`src/rtl/hack_cpu_control.sv`:
```
// hack_cpu_control
// Control and sequencing unit for the command side of a 16-bit Hack ALU.
// Fetches one instruction per handshake, then spends exactly one EXEC
// cycle driving the external ALU and committing A, D, PC and memory writes.
//
// Ports:
//   clk, reset            clock and synchronous active-high reset
//   instr, instr_valid    instruction word for address pc and its valid flag
//   instr_ready           high in FETCH when an instruction can be taken
//   inM                   data-memory read value at addressM (used in EXEC)
//   alu_x, alu_y          ALU operands (D, and A or inM)
//   zx,nx,zy,ny,f,no      ALU control bits, non-zero only in EXEC of a C-instr
//   alu_out, zr, ng       ALU result and its flags
//   outM, writeM          data-memory write value and strobe
//   addressM              data-memory address (A[14:0], pre-update)
//   pc                    instruction fetch address
module hack_cpu_control #(
   parameter logic [14:0] RST_PC = 15'h0000
) (
   input  logic        clk,
   input  logic        reset,
   input  logic [15:0] instr,
   input  logic        instr_valid,
   output logic        instr_ready,
   input  logic [15:0] inM,
   output logic [15:0] alu_x,
   output logic [15:0] alu_y,
   output logic        zx,
   output logic        nx,
   output logic        zy,
   output logic        ny,
   output logic        f,
   output logic        no,
   input  logic [15:0] alu_out,
   input  logic        zr,
   input  logic        ng,
   output logic [15:0] outM,
   output logic        writeM,
   output logic [14:0] addressM,
   output logic [14:0] pc
);

   typedef enum logic {FETCH, EXEC} state_t;

   state_t      state, state_nxt;
   logic [15:0] ir;
   logic [15:0] a_reg;
   logic [15:0] d_reg;
   logic [14:0] pc_reg;

   logic        is_c;
   logic        exec_act;
   logic        jump;

   assign is_c = ir[15];

   // State register
   always_ff @(posedge clk) begin
      if (reset) state <= FETCH;
      else       state <= state_nxt;
   end

   // Next state and control outputs
   always_comb begin
      state_nxt   = state;
      instr_ready = 1'b0;
      exec_act    = 1'b0;
      {zx, nx, zy, ny, f, no} = 6'b0;
      case (state)
         FETCH: begin
            instr_ready = ~reset;
            if (instr_valid) state_nxt = EXEC;
         end
         EXEC: begin
            state_nxt = FETCH;
            // reset during EXEC cancels every side effect of the instruction
            exec_act  = ~reset;
            if (exec_act && is_c) {zx, nx, zy, ny, f, no} = ir[11:6];
         end
         default: state_nxt = FETCH;
      endcase
   end

   // Datapath outputs; the a-bit only selects inM for C-instructions
   assign alu_x    = d_reg;
   assign alu_y    = (is_c && ir[12]) ? inM : a_reg;
   assign addressM = a_reg[14:0];
   assign pc       = pc_reg;
   assign writeM   = exec_act && is_c && ir[3];
   assign outM     = writeM ? alu_out : 16'h0000;

   assign jump = is_c && ((ir[2] && ng) || (ir[1] && zr) || (ir[0] && !ng && !zr));

   // Architectural registers; jump target and memory address both see old A
   always_ff @(posedge clk) begin
      if (reset) begin
         ir     <= 16'h0000;
         a_reg  <= 16'h0000;
         d_reg  <= 16'h0000;
         pc_reg <= RST_PC;
      end else begin
         if (state == FETCH && instr_valid) ir <= instr;
         if (state == EXEC) begin
            if (!is_c) begin
               a_reg <= ir;
            end else begin
               if (ir[5]) a_reg <= alu_out;
               if (ir[4]) d_reg <= alu_out;
            end
            pc_reg <= jump ? a_reg[14:0] : pc_reg + 15'd1;
         end
      end
   end

endmodule
```
`config.mk`:
```
export PLATFORM = sky130hd
export DESIGN_NAME = hack_cpu_control
export DESIGN_NICKNAME = d
export VERILOG_FILES = /design/src/rtl/hack_cpu_control.sv
export SDC_FILE = /design/constraint.sdc
export NUM_CORES = 1
export LEC_CHECK = 0
export BUFFER_PORTS_ARGS = -buffer_cell sky130_fd_sc_hd__clkbuf_2
export CORE_ASPECT_RATIO = 2
export CORE_MARGIN = 1
export CORE_UTILIZATION = 51
export DETAILED_ROUTE_END_ITERATION = 8
export PLACE_DENSITY = 0.9
export SLEW_MARGIN = 20
export SYNTH_ARGS = -nofsm -noshare
export SYNTH_HDL_FRONTEND = slang
export SYNTH_SLANG_ARGS = --single-unit
```
`constraint.sdc`:
```
create_clock -name clk -period 3.9 [get_ports clk]
set_input_delay 0.585 -clock clk [delete_from_list [all_inputs] [get_ports clk]]
set_output_delay 0.585 -clock clk [all_outputs]
set_load 0.005 [all_outputs]
```
## After elaboration in Yosys (flattened, before gate mapping)

Cells that the tools add are included.

| word-level totals | value |
|---|---|
| memories kept | 0 |
| memory bits (read-only) | 0 |
| logic and storage cells | 46 |
| latch bits | 0 |
| output and inout port bits | 86 |
| register bits after elaboration | 64 |
| RAM bits | 0 |
| input port bits | 53 |

| cells by class | value |
|---|---|
| shift-type cells | 0 |
| bitwise logic cells | 2 |
| magnitude comparators | 0 |
| div/mod/pow operators | 0 |
| add/subtract/negate cells | 1 |
| multipliers | 0 |
| mux-type cells | 21 |
| reduce and logical (&&, ||, !) cells | 16 |
| eq/ne operators | 1 |

Operators by type and width:

| kind | count |
|---|---|
| $mux 16 | 4 |
| $add 15x1->15 const B | 1 |
| $mux 1 | 15 |
| $mux 15 | 1 |
| $logic_and 1x1->1 | 10 |
| $reduce_and 3->1 | 1 |
| $logic_not 1->1 | 2 |
| $logic_or 1x1->1 | 2 |
| $ne 2x2->1 const B | 1 |
| $not 1->1 | 2 |
| $pmux 1 s2 | 1 |
| $reduce_and 2->1 | 1 |

## Logic depth before layout (Yosys ltp)

| depth | value |
|---|---|
| depth in word-level cells | 6 |
| gate-level depth with buffers | 6 |

## Least setup slack after synthesis

OpenSTA, ideal clock, no wires.

| path | value |
|---|---|
| kind | input port to output port |
| start | input reset |
| end | output instr_ready |
| data required time | 3.315 ns |
| path slack | 2.113 ns |
| stages on the path | 3 |
| data arrival time | 1.202 ns |
| path buffers | 2 |
| cells stage by stage | clkbuf_1 clkbuf_1 nor2_1 |

| on the way | value |
|---|---|
| longest elaborated chain between the ends | 2 |

RTL lines:

| item | RTL line | text |
|---|---|---|
| start: declaration | 21 | `input logic reset,` |
| $not 1->1 | 71 | `instr_ready = ~reset;` |
| $mux 1 | 69 | `case (state)` |
| end: declaration | 24 | `output logic instr_ready,` |

No other way between the ends.

## Worst setup path after layout

| path | value |
|---|---|
| start | register state |
| end | output outM[4] |

| on the way | value |
|---|---|
| longest elaborated chain between the ends | 4 |

RTL lines:

| item | RTL line | text |
|---|---|---|
| start: declaration | 45 | `state_t state, state_nxt;` |
| start signal: assignment | 60 | `else state <= state_nxt;` |
| $mux 1 | 69 |  |
| $logic_and 1x1->1 (2 in series) | 89 | `assign writeM = exec_act && is_c && ir[3];` |
| $mux 16 | 90 | `assign outM = writeM ? alu_out : 16'h0000;` |
| end: declaration | 37 | `output logic [15:0] outM,` |

No other way between the ends.

==> impl_metrics.env <==
export IMPL_outcome="finished clean"
export IMPL_syn_area_um2=3380
export IMPL_ys_ff_latch=64
export IMPL_synth_xor_area_share_pct=0
export IMPL_finalCritPeriodShare_pct=70.1
export IMPL_setup_viol_count_final=0
export IMPL_grt_pass1_vias=3105
export IMPL_dieArea_um2=6980
export IMPL_ys_top_cells_by_area="dfxtp_1, nand2_1, mux2i_1, a21oi_1, buf_4"
export IMPL_routed_wl_mm=9.80
export IMPL_cts_sinks=64
export IMPL_finalSetupTns_ns=0
export IMPL_synth_avg_cell_area_um2=8.25
export IMPL_final_nets=572
export IMPL_fin_util_pct=66.5
export IMPL_grt_max_degree=41
export IMPL_first_iter_violations=185
export IMPL_final_common_cell="clkbuf_2"
export IMPL_wl_per_cell_um=16.1
export IMPL_routabilityCongestion=0.911
export IMPL_path_class="register to output port"
export IMPL_synth_top_flop_cell="dfxtp_1"
export IMPL_min_path_type="register to register"
export IMPL_via_count=3408
export IMPL_synth_simple_area_share_pct=23.2
export IMPL_fin_crit_ns=2.73
export IMPL_area_growth_pct=25.1
export IMPL_io_pins=139
export IMPL_async_reset_ff_share_pct=0
export IMPL_worst_pin_slew_ns=0.957
export IMPL_row_count=41
export IMPL_final_cell_mix="clkbuf_2, nand2_1, dfxtp_1"
export IMPL_total_power_mw=1.59
export IMPL_synth_compound_area_share_pct=18.4
export IMPL_layout_drive_gt1_share_pct=32.2
export IMPL_viasPerCell=5.61
export IMPL_max_slew_margin_rel_pct=36.1
export IMPL_path_clk_slew_ns=0.05
export IMPL_slew_viol_final=0
export IMPL_yosys_area_top_type="dfxtp_1"
export IMPL_yosysWarnings=0
export IMPL_cp_max_fo=31
export IMPL_r2r_start="state"
export IMPL_cts_tree="yes"
export IMPL_holdBufCountCts=0
export IMPL_grt_pass1_wl_mm=14.8
export IMPL_synthAdderAreaFrac_pct=0.370
export IMPL_io_buffer_count=138
export IMPL_dieHeight_um=117
export IMPL_post_route_drc_count=0
export IMPL_synth_edf_count=0
export IMPL_regArea_um2=1280
export IMPL_rsz0062_at_grt="no"
export IMPL_leakage_nw=1.89
export IMPL_dr_pass1_iters=4
export IMPL_syn_num_nets=464
export IMPL_yosysUniqueCellTypes=52
export IMPL_antenna_found_initial=0
export IMPL_worst_ep_arrival_time_ns=2.15
export IMPL_clk_path_buf_depth=2
export IMPL_hpwlAfterDp_mm=7.20
export IMPL_worstHoldStart="ir[14]"
export IMPL_hold_depth=2
export IMPL_vdd_ir_drop_max_uv=310
export IMPL_synth_mux_area_share_pct=11.8
export IMPL_fill_cells=581
export IMPL_endpoint_kind="output port"
export IMPL_cts_setup_buffers=0
export IMPL_cp_start_kind="register"
export IMPL_cp_required_ns=3.31
export IMPL_synthDominantCellAreaShare_pct=37.9
export IMPL_start_util_pct=53.1
export IMPL_synth_top_family_by_area="simple AND/OR/NAND/NOR gates"
export IMPL_clk_latency_ns=0.33
export IMPL_track_usage_pct=28.3
export IMPL_ff2ff_path_depth=3
export IMPL_postRouteAntennaNets=0
export IMPL_regToRegSetupSlack_ns=1.70
export IMPL_powerDensity_nw_per_um2=377
export IMPL_n_antenna_cell=0
export IMPL_multi_input_area_um2=1820
export IMPL_yosysSeqAreaShare_pct=37.9
export IMPL_startpoint="state"
export IMPL_syn_inst=410
export IMPL_die_w_um=59.6
export IMPL_skew_ns=0.00405
export IMPL_cts_repair_resized=0
export IMPL_globalRouteOverflowTotal=0
export IMPL_cts_root_buffer="clkbuf_16"
export IMPL_design_core_area_um2=6360
export IMPL_max_cap_violations=0
export IMPL_r2r_end="a_reg[2]"
export IMPL_cts_buffers=9
export IMPL_fmax_mhz=366
export IMPL_htree_levels=3
export IMPL_holdPathEnd="ir[14]"
export IMPL_finalHoldViolations=0
[worst max path at each step]
stage             endpoint  cells past startpoint
2_1_floorplan  instr_ready                      3
3_3_place_gp      outM[14]                      5
3_5_place_dp       outM[4]                      5
4_1_cts            outM[4]                      5
5_1_grt            outM[4]                      5
6_report           outM[4]                      5
[cell families (layout without fill, tap and decap cells)]
| kind of cell | Yosys count | count (layout) |
|---|---|---|
| compound gates | 90 | 90 |
| fa+ha+maj | 1 | 1 |
| buf+inv | 54 | 166 |
| flops | 64 | 64 |
| mux | 38 | 38 |
| simple gates | 163 | 163 |
[worst max-delay path: stages, from the launching register on]
cell and delay [ns]:
dfxtp_1 0.94, nand2_1 0.16, nor2_1 0.14, buf_4 0.25, and3_1 0.20, clkbuf_2 0.12
[report_power, final]
part	leakage, nW	switching, mW	total, mW	internal, mW
clock	0.130	0.261	0.723	0.461
combinational	1.24	0.0872	0.162	0.0744
sequential	0.521	0.0316	0.710	0.678
[through the flow]
stage / hold slack, ns / instance area [um^2] / std cells / setup slack [ns]
global route: 0.469 / 4230 / 608 / 1.01
CTS: 0.453 / 4230 / 608 / 1.22
floorplan: 0.436 / 3380 / 410 / 2.11
detailed placement: 0.446 / 3960 / 593 / 1.57
finish: 0.453 / 4230 / 608 / 1.17
global placement: 0.442 / 3960 / 593 / 1.66
[routing by layer]
metal	vias up	share of wire [%]	GRT usage (%)
li1	1647	-	-
met1	1611	37	30.0
met2	126	56	52.2
met3	24	4.3	5.38
met4	0	2.9	13.0
met5	-	0	0
[cell type report]
class                      count  share of cell area (%)
clock buffer                  15                    6.33
sequential                    64                    30.3
inverter                      10                   0.888
tap                           86                    2.54
multi-input combinational    292                    43.1
timing repair buffer         141                    16.9
[synthesized netlist by cell type, drive strengths merged (6+ instances only)]
master and n:
a211oi 14, a21oi 33, and2 8, and3 17, buf 25, clkbuf 19, dfxtp 64, inv 10
mux2 16, mux2i 22, nand2 72, nand3 7, nor2 30, nor2b 6, o21ai 9, o2bb2ai 6
(Power assumes the default switching activity.)
